**src/rtl/ppg_window_stats.sv**
```systemverilog
// Windowed PPG statistics: per-channel AC (max-min), DC (mean) and clip flags over
// 2**LOG2_WIN samples taken on LED phase falling edges, plus SpO2 ratio product terms.
module ppg_window_stats #(
    parameter int         LOG2_WIN = 5,
    parameter logic [7:0] CLIP_LO  = 8'd10,
    parameter logic [7:0] CLIP_HI  = 8'd245
) (
    input  logic        CLK,
    input  logic        rst,
    input  logic        en,
    input  logic        LED_RED,
    input  logic        LED_IR,
    input  logic [7:0]  RED_ADC_Value,
    input  logic [7:0]  IR_ADC_Value,
    output logic [7:0]  red_ac,
    output logic [7:0]  red_dc,
    output logic [7:0]  ir_ac,
    output logic [7:0]  ir_dc,
    output logic [15:0] ratio_num,
    output logic [15:0] ratio_den,
    output logic        red_clip,
    output logic        ir_clip,
    output logic        stats_valid
);

    localparam int SW = 8 + LOG2_WIN;
    localparam int CW = LOG2_WIN + 1;
    localparam logic [CW-1:0] FULL    = CW'(2 ** LOG2_WIN);
    localparam logic [CW-1:0] FULL_M1 = CW'(2 ** LOG2_WIN - 1);

    localparam logic [1:0] S_IDLE    = 2'd0;
    localparam logic [1:0] S_COLLECT = 2'd1;
    localparam logic [1:0] S_CALC    = 2'd2;

    logic [1:0] state, state_nxt;

    // Channel index 0 is RED, 1 is IR throughout.
    logic [1:0]          led_q;
    logic [1:0]          stb;
    logic [1:0][7:0]     x;
    logic [1:0][SW-1:0]  sum;
    logic [1:0][7:0]     mn, mx;
    logic [1:0][CW-1:0]  cnt;
    logic [1:0]          clip;
    logic [1:0]          full_now, full_next;
    logic [1:0][7:0]     ac_new, dc_new;
    logic                accepting;

    assign x         = {IR_ADC_Value, RED_ADC_Value};
    assign stb       = led_q & ~{LED_IR, LED_RED};
    assign accepting = (state == S_COLLECT) && en;

    always_comb begin
        for (int c = 0; c < 2; c++) begin
            full_now[c]  = (cnt[c] == FULL);
            full_next[c] = full_now[c] || ((cnt[c] == FULL_M1) && stb[c]);
            ac_new[c]    = mx[c] - mn[c];
            dc_new[c]    = sum[c][LOG2_WIN +: 8];
        end
    end

    // CALC is entered on the same edge that absorbs the closing strobe.
    always_comb begin
        state_nxt = state;
        case (state)
            S_IDLE:    if (en) state_nxt = S_COLLECT;
            S_COLLECT: begin
                if (!en)             state_nxt = S_IDLE;
                else if (&full_next) state_nxt = S_CALC;
            end
            S_CALC:    state_nxt = en ? S_COLLECT : S_IDLE;
            default:   state_nxt = S_IDLE;
        endcase
    end

    always_ff @(posedge CLK) begin
        if (rst) begin
            state <= S_IDLE;
            led_q <= '0;
        end else begin
            state <= state_nxt;
            led_q <= {LED_IR, LED_RED};
        end
    end

    // Anything outside an enabled COLLECT (IDLE, CALC, en low) discards the partial window.
    always_ff @(posedge CLK) begin
        if (rst || !accepting) begin
            for (int c = 0; c < 2; c++) begin
                sum[c]  <= '0;
                mn[c]   <= 8'hFF;
                mx[c]   <= 8'h00;
                cnt[c]  <= '0;
                clip[c] <= 1'b0;
            end
        end else begin
            for (int c = 0; c < 2; c++) begin
                if (stb[c] && !full_now[c]) begin
                    sum[c] <= sum[c] + SW'(x[c]);
                    cnt[c] <= cnt[c] + CW'(1);
                    if (x[c] < mn[c]) mn[c] <= x[c];
                    if (x[c] > mx[c]) mx[c] <= x[c];
                    if ((x[c] < CLIP_LO) || (x[c] > CLIP_HI)) clip[c] <= 1'b1;
                end
            end
        end
    end

    // stats_valid is a one-cycle pulse with no back-pressure: all result outputs
    // change only on the edge that raises it and hold until the next pulse.
    always_ff @(posedge CLK) begin
        if (rst) begin
            red_ac      <= '0;
            red_dc      <= '0;
            ir_ac       <= '0;
            ir_dc       <= '0;
            ratio_num   <= '0;
            ratio_den   <= '0;
            red_clip    <= 1'b0;
            ir_clip     <= 1'b0;
            stats_valid <= 1'b0;
        end else if (state == S_CALC) begin
            red_ac      <= ac_new[0];
            red_dc      <= dc_new[0];
            ir_ac       <= ac_new[1];
            ir_dc       <= dc_new[1];
            ratio_num   <= 16'(ac_new[0]) * 16'(dc_new[1]);
            ratio_den   <= 16'(ac_new[1]) * 16'(dc_new[0]);
            red_clip    <= clip[0];
            ir_clip     <= clip[1];
            stats_valid <= 1'b1;
        end else begin
            stats_valid <= 1'b0;
        end
    end

endmodule
```
**config.mk**
```make
export PLATFORM = sky130hd
export DESIGN_NAME = ppg_window_stats
export DESIGN_NICKNAME = d
export VERILOG_FILES = /design/src/rtl/ppg_window_stats.sv
export SDC_FILE = /design/constraint.sdc
export NUM_CORES = 1
export LEC_CHECK = 0
export CORE_MARGIN = 2
export CORE_UTILIZATION = 45
export DETAILED_ROUTE_END_ITERATION = 10
export PLACE_DENSITY = 0.67
export SLEW_MARGIN = 20
export SYNTH_ARGS = -nofsm -noshare
export SYNTH_HDL_FRONTEND = slang
export SYNTH_SLANG_ARGS = --single-unit
```
**constraint.sdc**
```tcl
create_clock -name CLK -period 5.3 [get_ports CLK]
set_clock_uncertainty 0.1 [all_clocks]
set_input_delay 1.59 -clock CLK [delete_from_list [all_inputs] [get_ports CLK]]
set_output_delay 1.59 -clock CLK [all_outputs]
set_load 0.01 [all_outputs]
```
Yosys cells after proc, flatten, opt, wreduce, memory -nomap -nowiden
Index checks and enable logic that the tools add are counted.

storage, ports and cells
  flip-flop bits (word level) = 143
  bits in latches = 0
  bits in writable memories = 0
  ROM bits = 0
  input bits = 21
  output and inout port bits = 67
  memories kept = 0

cells by class
  add/subtract/negate cells = 6
  multiply operators = 2
  divide/modulo/power cells = 0
  $lt $le $gt $ge = 8
  eq/ne operators = 8
  shift-type cells = 0
  multiplexer cells = 6
  bitwise gates (word level) = 2
  reductions and logical operators = 22

operator list
  cell                                                         number
  multiplier 8 x 8 -> 16 bit                                   2
  adder 13 x 8 -> 13 bit                                       2
  greater-than comparator 8 bit                                2
  greater-than comparator 8 bit (second input constant)        2
  less-than comparator 8 x 4 -> 1 bit (second input constant)  2
  less-than comparator 8 bit                                   2
  AND reduction 2 bit                                          8
  subtractor 8 bit                                             2
  adder 6 x 1 -> 6 bit (second input constant)                 2
  == test 6 x 5 -> 1 bit (second input constant)               2
  == test 6 bit (second input constant)                        2
  2-to-1 mux 2 bit                                             3
  case mux 2 bit (3 select lines)                              1
  logical AND 1 bit                                            5
  logical OR 1 bit                                             5
  zero test 1 bit                                              3
  != test 3 x 2 -> 1 bit (second input constant)               1
  AND 2 bit                                                    1
  == test 2 x 1 -> 1 bit (second input constant)               1
  == test 2 bit (second input constant)                        1
  zero test 2 bit                                              1
  2-to-1 mux 1 bit                                             2
  != test 2 bit (second input constant)                        1
  inverter 2 bit                                               1

Longest topological paths before layout
  depth after elaboration = 8
  depth in mapped cells = 23
  depth with buffers taken out = 23

Worst setup path before layout
OpenSTA, ideal clock, no wires.

  kind = register to register
  start point = reg mx[8] (netlist name)
  end point = reg ratio_den[13]
  arrival time = 5493 ps
  data required time = 5071 ps
  path slack = -423 ps
  cell stages (with the launch flop) = 24
  clock period less this slack = 5723 ps
  path through = dfxtp_1 inv_1 ha_1 inv_1 fa_1 a21o_1 a21oi_1 o21bai_1 a21oi_1 xnor2_1 and2_1 fa_1 fa_1 fa_1 inv_1 fa_1 inv_1 ha_1 a21o_1 a21o_1 a221o_1 o31ai_1 xor2_1 o21ai_0

between the ends
  cells in the longest elaborated chain, start to end = 2

RTL lines
  what                             RTL line  source
  start, declared                  42        logic [1:0][7:0] mn, mx;
  start signal, assigned by index  92        mx[c] <= 8'h00;
  subtractor 8 bit                 57        ac_new[c] = mx[c] - mn[c];
  multiplier 8 x 8 -> 16 bit       128       ratio_den <= 16'(ac_new[1]) * 16'(dc_new[0]);
  end signal, assigned             128
  end, declared                    20        output logic [15:0] ratio_den,

No other way between the ends.
A chain may end at the register's enable or synchronous reset.

Worst setup path after layout
Ends and elaborated chain as after synthesis.

==> impl_metrics.py <==
metrics = {
    "critical_path": {
        "worst_path_largest_cell_delay_ns": 0.49,
        "critPathMostFrequentCell": "fa_1",
        "required_ns": 5.50,
        "r2r_setup_slack_ns": -0.10,
        "path_cells": "inv_2 -> ha_4 -> inv_2 -> fa_2 -> a21o_1 -> a21oi_2 -> o21bai_1 -> a21oi_2 -> xnor2_2 -> and2_4 -> fa_1 -> fa_1 -> fa_1 -> inv_1 -> fa_1 -> inv_2 -> ha_4 -> a21o_1 -> a21o_1 -> a221o_1 -> o31ai_2 -> xor2_1 -> o21ai_1",
        "critPathArrivalTime_ns": 5.60,
        "cpMaxStageDelayCell": "fa_1",
        "critical_path.max_fanout": 3,
        "worstSetupStartpointType": "flip-flop",
        "setup.worst_path.class": "reg -> reg",
        "timing.critical_path.to_type": "flip-flop",
    },
    "status": {
        "run_status": "complete, but fails checks",
        "violations": "setup timing",
    },
    "synth": {
        "syn_avg_cell_area_um2": 8.502,
        "synth.top_cells.by_area": "dfxtp_1, ha_1, fa_1",
        "synth_top_cell_by_area": "dfxtp_1",
        "synth_async_sr_flop_share_pct": 0,
        "syn_nets": 1570,
        "synth_warnings": 0,
        "synth-seq-cells": 143,
        "synth_edf_count": 0,
        "synth.top_cell.area_share_pct": 25.18,
        "yosys_most_used_dff": "dfxtp_1",
        "seq_area_frac_synth_pct": 25.18,
        "syn-cell-area_um2": 11370,
        "netlist_instances": 1337,
        "post_synth_num_cell_types": 59,
    },
    "clock_tree": {
        "clock-sinks": 143,
        "clockBufferDepth": 2,
        "insertion_delay_of_the_later_clocked_pin_in_the_worst_skew_pair_ns": 0.43,
        "cts-buffers-inserted": 17,
        "cts_root_buf": "clkbuf_16",
        "cts_tree": "yes",
        "cts-hold-fix-buffers": 0,
        "ctsHtreeMaxLevel": 4,
        "clkSlewWorstSetupHoldPaths_ns": 0.06,
    },
    "timing": {
        "final_report_max_slew_violation_count": 0,
        "period_minus_slack_ns": 5.402,
        "setup_repair_after_global_routing_missed_its_margin": "true",
        "max-slew-margin-rel_pct": 35.54,
        "finalWorstSetupSlack_ns": -0.1023,
        "fin_setup_tns_ns": -0.3456,
        "final-hold-violation-count": 0,
        "worstMarginPinSlew_ns": 0.9633,
        "final_setup_vio_count": 5,
        "period_share_pct": 101.9,
        "max_freq_ghz": 0.1851,
    },
    "final_layout": {
        "mostFrequentLayoutCells": "nand2_1, inv_1, dfxtp_1",
        "antenna_cells": 0,
        "finalInstanceArea_um2": 14010,
        "final_common_cell": "nand2_1",
        "post_route_cells_drive_above_1_share_pct": 12.84,
        "synthesis_to_finish_area_growth_pct": 23.29,
        "nNetsFinal": 1707,
        "fill_cell_total_of_the_finished_layout": 2266,
    },
    "min_path": {
        "hold_path_class": "reg -> reg",
    },
    "drt": {
        "drt_pass1_iterations": 5,
        "wirelength_um": 26810,
        "postRouteAntennaNets": 0,
        "dr.first_iter.drc_count": 544,
        "routedWlPerCell_um": 14.76,
        "remaining_drc_errors": 0,
        "routed-via-count": 9301,
        "vias_per_cell": 5.119,
    },
    "global_route": {
        "grt_max_degree": 63,
        "grt_pass1_vias": 9092,
        "antenna_found_initial": 0,
        "grt_overflow_total": 0,
        "grt_pass1_wl_um": 45010,
        "grt_usage_pct": 20.90,
    },
    "placed_design": {
        "globalplace.congestion": 0.8346,
        "place_area_um2": 13100,
        "numPortBuffers": 87,
        "hpwlAfterDp_um": 20090,
        "place_ws_ns": -0.2350,
    },
    "flow_run": {
        "cap_violations": 0,
    },
    "die": {
        "die_area_um2": 26550,
        "floorplan.initialDensity_pct": 45.53,
        "rows": 58,
        "fp.dieH_um": 162.9,
        "dieWidth_um": 162.9,
        "i_o_pin_total": 88,
        "core-area_um2": 24960,
    },
    "power": {
        "worst_case_vdd_ir_drop_v": 0.0001563,
        "p_leak_nw": 6.323,
        "p_per_area_nw_per_um2": 174.0,
        "final_total_power_w": 0.002438,
    },
}
[power by group]
group	internal [W]	leakage, nW	switching [W]
logic	0.0000516	4.89	0.0000790
clock network	0.000713	0.280	0.000515
registers	0.00108	1.15	0.00000242
[flip-flops by register name (all words and copies together) (netlist names)]
register,count
red_dc,8
dc_new,16
red_ac,8
stats_valid,1
ratio_den,16
ratio_num,16
sum,10
red_clip,1
state,2
cnt,12
clip,2
mn,16
ir_dc,8
mx,16
led_q,2
ir_clip,1
ir_ac,8
[worst paths after layout]
kind | from | to | cells past startpoint
max | mx[8] | ratio_den[13] | 23
min reg2reg | ratio_den[0] | ratio_den[0] | 2
min | ratio_den[0] | ratio_den[0] | 2
max reg2reg | mx[8] | ratio_den[13] | 23
[area by class of cell]
type	count	area (um2)	area share [%]
timing repair buffer	163	1448	10.33
clock inverter	14	156.4	1.116
sequential	143	2868	20.46
inverter	160	600.6	4.285
clock buffer	18	439.2	3.134
tap	330	412.9	2.946
multi-input combinational	989	8090	57.73
[per-layer routing]
metal / up-vias / routed length [um] / track usage (%)
met5: - / 0 / 0
met3: 25 / 908 / 2.928
li1: 4724 / - / -
met2: 164 / 12140 / 33.82
met4: 0 / 440 / 5.994
met1: 4388 / 13330 / 29.15
[repair_timing]
item                       in CTS  in global routing
gates resized for setup        25                 36
cloned                          0                  0
pin swaps                      29                 24
setup endpoints to repair       7                 15
setup buffers                   4                  7
[cells by family after synthesis]
| kind of cell | count (synthesis) | synth area share [%] |
|---|---|---|
| AND/OR/NAND/NOR | 454 | 19.78 |
| AO/OA/AOI/OAI | 254 | 14.31 |
| adder cells (fa/ha/maj) | 212 | 28.35 |
| buffers and inverters | 205 | 6.824 |
| flip-flops | 143 | 25.18 |
| XOR/XNOR | 48 | 3.698 |
| multiplexers | 21 | 1.849 |
[per-stage QoR]
stage          hold WS [ns]  std cells  util [%]
3_3_place_gp         0.3383       1774     52.46
6_report             0.3493       1817     56.14
4_1_cts              0.3521       1810     55.28
5_1_grt              0.3645       1817     56.14
3_5_place_dp         0.3448       1774     52.46
2_1_floorplan        0.3316       1337         -
[synthesized netlist by cell type, types with 7 or more instances]
cell      number
inv_1        160
nand2_1      154
dfxtp_1      143
ha_1         136
a21oi_1       98
and2_1        95
nor2_1        78
fa_1          76
o21ai_0       53
clkbuf_1      41
xnor2_1       32
nor2b_1       24
nand2b_1      23
mux2i_1       21
a21o_1        19
nand3_1       18
o211ai_1      16
xor2_1        16
or3_1         14
a211oi_1      11
and3_1        11
nand4_1       11
nor3_1         8
o21a_1         7
[critical path: cells and delay by family (launching register included)]
kind / cells / cell delay (ns)
compound gates: 9 / 1.65
simple gates: 1 / 0.17
fa+ha+maj: 7 / 2.56
flops: 1 / 0.32
buf+inv: 4 / 0.19
xor+xnor: 2 / 0.31
Power figures use the tool's default switching activity.
